`src/rtl/regfile_dump.sv`:
```
// regfile_dump
//   Debug read-out engine for the processor register file. A start pulse in
//   IDLE walks the register file's read port from x0 to x(NREGS-1). Each
//   value is captured in its own FETCH cycle and then offered as an
//   index/data beat on a valid/ready stream. A running XOR of every accepted
//   beat is kept and held until the next start.
//
// Parameters
//   WIDTH      register data width (must match the register file)
//   NREGS      number of registers dumped, starting at x0 (1..32)
//
// Ports
//   clk        clock, rising edge
//   rst        asynchronous active-high reset
//   start      begin a dump (only honoured in IDLE)
//   busy       high from the cycle after start is accepted through DONE
//   rd_addr    register file read address
//   rd_data    combinational read data for rd_addr
//   out_valid  beat available
//   out_ready  consumer accepts the beat when out_valid & out_ready at an edge
//   out_index  register number of the current beat
//   out_data   captured register value
//   out_last   high with the beat for index NREGS-1
//   done       one-cycle pulse after the last beat is accepted
//   checksum   XOR of all accepted beats of the current or most recent dump
module regfile_dump #(
  parameter int WIDTH = 32,
  parameter int NREGS = 32
) (
  input  logic             clk,
  input  logic             rst,
  input  logic             start,
  output logic             busy,
  output logic [4:0]       rd_addr,
  input  logic [WIDTH-1:0] rd_data,
  output logic             out_valid,
  input  logic             out_ready,
  output logic [4:0]       out_index,
  output logic [WIDTH-1:0] out_data,
  output logic             out_last,
  output logic             done,
  output logic [WIDTH-1:0] checksum
);

  typedef enum logic [1:0] {
    IDLE,
    FETCH,
    SEND,
    DONE
  } stateT;

  localparam logic [4:0] LastIdx = 5'(NREGS - 1);

  stateT      state;
  logic [4:0] idx;

  // All outputs are registered and updated together with the state, so each
  // output's next value is written in the branch that enters the state where
  // it must hold.
  // NOTE: every register here is assigned with <= so that all of them see the
  // pre-edge values of each other (e.g. checksum reads the old out_data).
  always_ff @(posedge clk or posedge rst) begin
    // NOTE: reset is asynchronous, so a reset mid-dump clears the stream
    // immediately without waiting for a clock edge and no done is produced.
    if (rst) begin
      state     <= IDLE;
      idx       <= '0;
      busy      <= 1'b0;
      rd_addr   <= '0;
      out_valid <= 1'b0;
      out_index <= '0;
      out_data  <= '0;
      out_last  <= 1'b0;
      done      <= 1'b0;
      checksum  <= '0;
    end else begin
      case (state)
        IDLE: begin
          if (start) begin
            state    <= FETCH;
            idx      <= '0;
            checksum <= '0;
            busy     <= 1'b1;
            rd_addr  <= '0;
          end
        end

        // The read port has been presenting idx for this whole cycle; the
        // value captured here is the snapshot of that register.
        FETCH: begin
          out_data  <= rd_data;
          out_index <= idx;
          out_last  <= (idx == LastIdx);
          out_valid <= 1'b1;
          state     <= SEND;
        end

        // Beat is held unchanged until the consumer takes it.
        SEND: begin
          if (out_ready) begin
            checksum  <= checksum ^ out_data;
            out_valid <= 1'b0;
            out_last  <= 1'b0;
            if (idx == LastIdx) begin
              state   <= DONE;
              done    <= 1'b1;
              rd_addr <= '0;
            end else begin
              idx     <= idx + 5'd1;
              rd_addr <= idx + 5'd1;
              state   <= FETCH;
            end
          end
        end

        DONE: begin
          done  <= 1'b0;
          busy  <= 1'b0;
          state <= IDLE;
        end

        default: begin
          state <= IDLE;
        end
      endcase
    end
  end

endmodule

```
`config.mk`:
```
export PLATFORM = sky130hd
export DESIGN_NAME = regfile_dump
export DESIGN_NICKNAME = d
export VERILOG_FILES = /design/src/rtl/regfile_dump.sv
export SDC_FILE = /design/constraint.sdc
export NUM_CORES = 1
export LEC_CHECK = 0
export ABC_AREA = 1
export CAP_MARGIN = 20
export CORE_MARGIN = 4
export CORE_UTILIZATION = 47
export CTS_CLUSTER_SIZE = 12
export DETAILED_ROUTE_END_ITERATION = 8
export PLACE_DENSITY = 0.84
export SETUP_SLACK_MARGIN = 0.15
export SYNTH_ARGS = -nofsm -noshare
export SYNTH_HDL_FRONTEND = slang
export SYNTH_SLANG_ARGS = --single-unit
```
`constraint.sdc`:
```
create_clock -name clk -period 3.1 [get_ports clk]
set_input_delay 0.31 -clock clk [delete_from_list [all_inputs] [get_ports clk]]
set_output_delay 0.31 -clock clk [all_outputs]
set_load 0.03 [all_outputs]
```
Word-level counts from Yosys, hierarchy flattened
Cells that the tools add are included.
{"block": "totals", "regBits": 85, "output_inout_bits": 78, "wordCells": 53}
{"block": "classes", "n_addsub": 1, "n_eq_ne": 8, "muxes": 22, "bitwise_logic": 1, "n_reduce_logical": 11}
{"cell": "$mux W32", "count": 2}
{"cell": "$pmux W32 S2", "count": 1}
{"cell": "$xor A32 B32 Y32", "count": 1}
{"cell": "$mux W5", "count": 5}
{"cell": "$pmux W5 S2", "count": 2}
{"cell": "$ne A2 B2 Y1 const B", "count": 4}
{"cell": "$pmux W1 S2", "count": 4}
{"cell": "$pmux W2 S4", "count": 1}
{"cell": "$reduce_bool A2 Y1", "count": 4}
{"cell": "$mux W2", "count": 3}
{"cell": "$reduce_and A2 Y1", "count": 3}
{"cell": "$reduce_and A3 Y1", "count": 2}
{"cell": "$add A5 B1 Y5 const B", "count": 1}
{"cell": "$eq A5 B5 Y1 const B", "count": 1}
{"cell": "$eq A2 B2 Y1 const B", "count": 2}
{"cell": "$mux W1", "count": 4}
{"cell": "$reduce_and A4 Y1", "count": 1}
{"cell": "$eq A2 B1 Y1 const B", "count": 1}
{"cell": "$logic_not A2 Y1", "count": 1}

Depth between registers and ports, before layout
{"block": "depth", "word_depth": 4, "mapped_depth": 9, "ltp_nobuf": 9}

Worst setup path before layout
OpenSTA, ideal clock, no wires.
{"block": "synth_timing", "kind": "register to register", "start": "reg idx[0]", "end": "reg idx[3]", "t_arrival_ps": 1295, "required_time_ps": 2982, "slack_ps": 1687, "path_stages_with_launch": 9, "path_buffers": 0, "cell_sequence": "dfrtp_1 ha_1 nand2_1 nor2_1 ha_1 a21oi_1 nand3_1 nand2_1 nand2_1"}
{"block": "synth_between", "elab_chain_cells": 4, "word_cells_on_any_way": 7, "classes_between": "1 x add/sub; 2 x eq/ne; 3 x mux; 1 x reduce/logical"}
{"element": "start, declared", "line_no": "55", "text": "logic [4:0] idx;"}
{"element": "start signal, assigned", "line_no": "109", "text": "idx <= idx + 5'd1;"}
{"element": "$add A5 B1 Y5", "line_no": "109"}
{"element": "$mux W5", "line_no": "104", "text": "if (idx == LastIdx) begin"}
{"element": "$mux W5", "line_no": "100", "text": "if (out_ready) begin"}
{"element": "$pmux W5 S2", "line_no": "77", "text": "case (state)"}
Parallel ways exist; a longest one is shown, timed or not. The select of a mux whose other input is x is not followed.
A chain may end at the register's enable or synchronous reset.

Final worst setup path
{"block": "layout_timing", "start": "reg state[1]", "end": "reg checksum[13]"}
{"block": "layout_between", "elab_chain_cells": 3, "word_cells_on_any_way": 7, "classes_between": "3 x eq/ne; 1 x mux; 3 x reduce/logical"}
{"element": "start, declared", "line_no": "54", "text": "stateT state;"}
{"element": "start signal, assigned", "line_no": "66", "text": "state <= IDLE;"}
{"element": "start signal, assigned", "line_no": "80", "text": "state <= FETCH;"}
{"element": "start signal, assigned", "line_no": "95", "text": "state <= SEND;"}
{"element": "$eq A2 B2 Y1 or $logic_not A2 Y1 (tied branches)", "line_no": "77"}
{"element": "$ne A2 B2 Y1 (no line) or $reduce_bool A2 Y1 (tied branches)"}
{"element": "$reduce_and A3 Y1 (no line)"}
{"element": "end signal, assigned", "line_no": "101", "text": "checksum <= checksum ^ out_data;"}
{"element": "end, declared", "line_no": "42", "text": "output logic [WIDTH-1:0] checksum"}
Parallel ways exist; a longest one is shown, timed or not.

==> impl_metrics.env <==
export IMPL_crit_required_ns=3.33
export IMPL_post_cts_resized=0
export IMPL_grt_first_pass_wirelength_um=15960
export IMPL_fill_cells=636
export IMPL_slew_violations=0
export IMPL_cts_buffers=9
export IMPL_final_period_utilization_pct=69.77
export IMPL_comb_power_share_pct=52.8
export IMPL_end_kind="flip-flop"
export IMPL_slew_headroom_pct=54.06
export IMPL_cts_setup_buffers=0
export IMPL_dp_hpwl_um=6322
export IMPL_drt_total_wl_um=9508
export IMPL_crit_family="buffers and inverters"
export IMPL_skew_ns=0.007613
export IMPL_synth_top_family_by_area="simple AND/OR/NAND/NOR gates"
export IMPL_port_buffers=113
export IMPL_status="completed"
export IMPL_area_delta_synth_final_pct=37.18
export IMPL_synth_edf_count=0
export IMPL_first_global_vias=3262
export IMPL_hold_viol_final=0
export IMPL_yosys_register_bits=85
export IMPL_cellPowerDensity_nw_per_um2=1163
export IMPL_finalNetCount=560
export IMPL_worst_setup_path_start_kind="flip-flop"
export IMPL_track_usage_pct=20.62
export IMPL_fin_total_pwr_mw=5.930
export IMPL_synthSimpleGateAreaFrac_pct=28.87
export IMPL_overflow=0
export IMPL_drt_iter0_drc=188
export IMPL_critical_path_max_stage_delay_ns=0.46
export IMPL_layout_setup_ws_ns=0.9370
export IMPL_utilization_pct=66.01
export IMPL_rows=32
export IMPL_post_drt_wl_per_cell_um=15.16
export IMPL_setup_viol=0
export IMPL_clockBufferDepth=2
export IMPL_drive_above_1_share_pct=4.571
export IMPL_synthAdderAreaFrac_pct=1.009
export IMPL_ys_async_sr_fraction_pct=100.0
export IMPL_htree_levels=3
export IMPL_internal_power_mw=3.161
export IMPL_clkTransAtPathRegs_ns=0.08
export IMPL_sequentialPowerShare_pct=34.1
export IMPL_vias=3203
export IMPL_clockRootBuffer="clkbuf_8"
export IMPL_synthTopCellsByArea="dfrtp_1 (57%), nand2_1 (17%), nand3_1 (10%)"
export IMPL_synth_compound_area_share_pct=0.7402
export IMPL_dieHeight_um=96.95
export IMPL_antenna_found_initial=0
export IMPL_clkPwrFrac_pct=13.2
export IMPL_antennaDiodeCount=0
export IMPL_dieArea_um2=9399
export IMPL_coreArea_um2=7727
export IMPL_synth_nets=452
export IMPL_dp_worst_setup_slack_ns=0.9984
export IMPL_critPathArrivalTime_ns=2.39
export IMPL_hold_class="primary input to asynchronous set/reset pin"
export IMPL_finalSetupTns_ns=0
export IMPL_crit_top_cell="nand2_1"
export IMPL_start_util_pct=48.12
export IMPL_yosysSeqAreaShare_pct=57.20
export IMPL_crit_type="flip-flop to flip-flop"
export IMPL_synth_top_cell_by_area="dfrtp_1"
export IMPL_yosysUniqueCellTypes=21
export IMPL_synth_mux_area_share_pct=0
export IMPL_worstPathCellList="inv_2 -> buf_4 -> nand3_1 -> nand2_4 -> inv_4 -> nand2_1 -> nand2_1"
export IMPL_tightest_slew_ns=0.6884
export IMPL_crit_buf_inv=3
export IMPL_rsz0062_at_grt="no"
export IMPL_yosysTopAreaCellShare_pct=57.20
export IMPL_period_minus_slack_ns=2.163
export IMPL_hold_buffers=0
export IMPL_drt_vias_per_instance=5.108
export IMPL_grt_max_degree=48
export IMPL_cts_tree="done"
export IMPL_gp_congestion=0.8314
export IMPL_insertion_delay_ns=0.34
export IMPL_fmax_mhz=462.3
export IMPL_avgSynthCellArea_um2=9.004
export IMPL_cap_violations=0
export IMPL_cts_sinks=85
export IMPL_yosys_warnings=0
export IMPL_swShare_pct=46.71
export IMPL_cp_max_fo=37
export IMPL_synth_xor_area_share_pct=7.773
export IMPL_vdd_drop_max_mv=0.6644
export IMPL_cpMaxStageDelayCell="dfrtp_1"
export IMPL_dr_pass1_iters=4
export IMPL_leakagePower_nw=2.666
export IMPL_die_x_um=96.95
export IMPL_drc_errors=0
export IMPL_antenna_left=0
export IMPL_synth_main_ff_cell="dfrtp_1"
export IMPL_boundaryPins=114
export IMPL_syn_inst=413
export IMPL_p_sw_mw=2.770
export IMPL_synth_area_um2=3719
[layer usage]
metal	global-route usage [%]	share of wire (%)	up-vias
li1	-	-	1523
met1	27.52	42	1549
met2	33.55	50	114
met3	4.903	6.5	17
met4	6.156	1.5	0
met5	0	0	-
[cells in the mapped netlist (2+ instances only)]
cell type	count
xor2_1	33
inv_1	8
buf_1	3
nand2_1	173
buf_6	3
o21ai_0	3
buf_2	6
inv_2	2
nand4_1	2
nand3_1	75
buf_4	3
nor2_1	2
clkbuf_1	6
dfrtp_1	85
ha_1	3
[power by group through the flow]
stage / clock (mW) / combinational, mW / sequential [mW]
floorplan: 0 / 1.13 / 2.81
global placement: 0 / 3.04 / 2.02
detailed placement: 0 / 3.13 / 2.04
CTS: 0.799 / 3.15 / 2.02
global route: 0.842 / 3.35 / 2.09
finish: 0.781 / 3.13 / 2.02
[cell usage in the layout, fill, tap and decap left out, types with 2 or more instances in the layout]
cell             instances
buf_4                    4
clkbuf_1                 3
clkbuf_8                11
clkdlybuf4s50_1        113
dfrtp_1                 85
ha_1                     3
inv_1                    7
inv_2                    2
nand2_1                173
nand3_1                 75
nand4_1                  2
nor2_1                   2
o21ai_0                  3
xor2_1                  33
[logic make-up after synthesis]
group,Yosys count
simple gates,255
flops,85
xor+xnor,33
buf+inv,32
compound gates,5
fa+ha+maj,3
[registers in the layout (all words and copies together), names as in the netlist, 2 cells and up]
signal / count
idx: 5
out_index: 5
state: 2
out_data: 32
rd_addr: 5
checksum: 32
[cell type report]
cell class / instances / area (µm²) / area share, %
clock buffer: 14 / 162.7 / 3.189
inverter: 11 / 45.04 / 0.8830
clock inverter: 1 / 30.03 / 0.5887
tap: 102 / 127.6 / 2.502
timing repair buffer: 118 / 1181 / 23.15
multi-input combinational: 296 / 1428 / 27.99
sequential: 85 / 2127 / 41.70
[final timing paths]
path                              start      endpoint  slack [ns]  cells after the start
setup / recovery               state[1]  checksum[13]        0.94                      7
hold / removal                      rst  out_data[16]        0.37                      2
setup reg to reg               state[1]  checksum[13]        0.94                      7
hold reg to reg            out_index[2]  out_index[2]        0.49                      2
max in group asynchronous           rst  out_data[31]        2.06                      3
min in group clk           out_index[2]  out_index[2]        0.49                      2
[through the flow]
step	hold slack (ns)	cell area, µm²	cells
after floorplan	0.4553	3719	413
after global routing	0.4386	5101	627
after global placement	0.4669	4908	612
after CTS	0.3938	5101	627
final	0.3657	5101	627
after detailed placement	0.4623	4908	612
No activity file was read; power rests on OpenSTA's default activity.
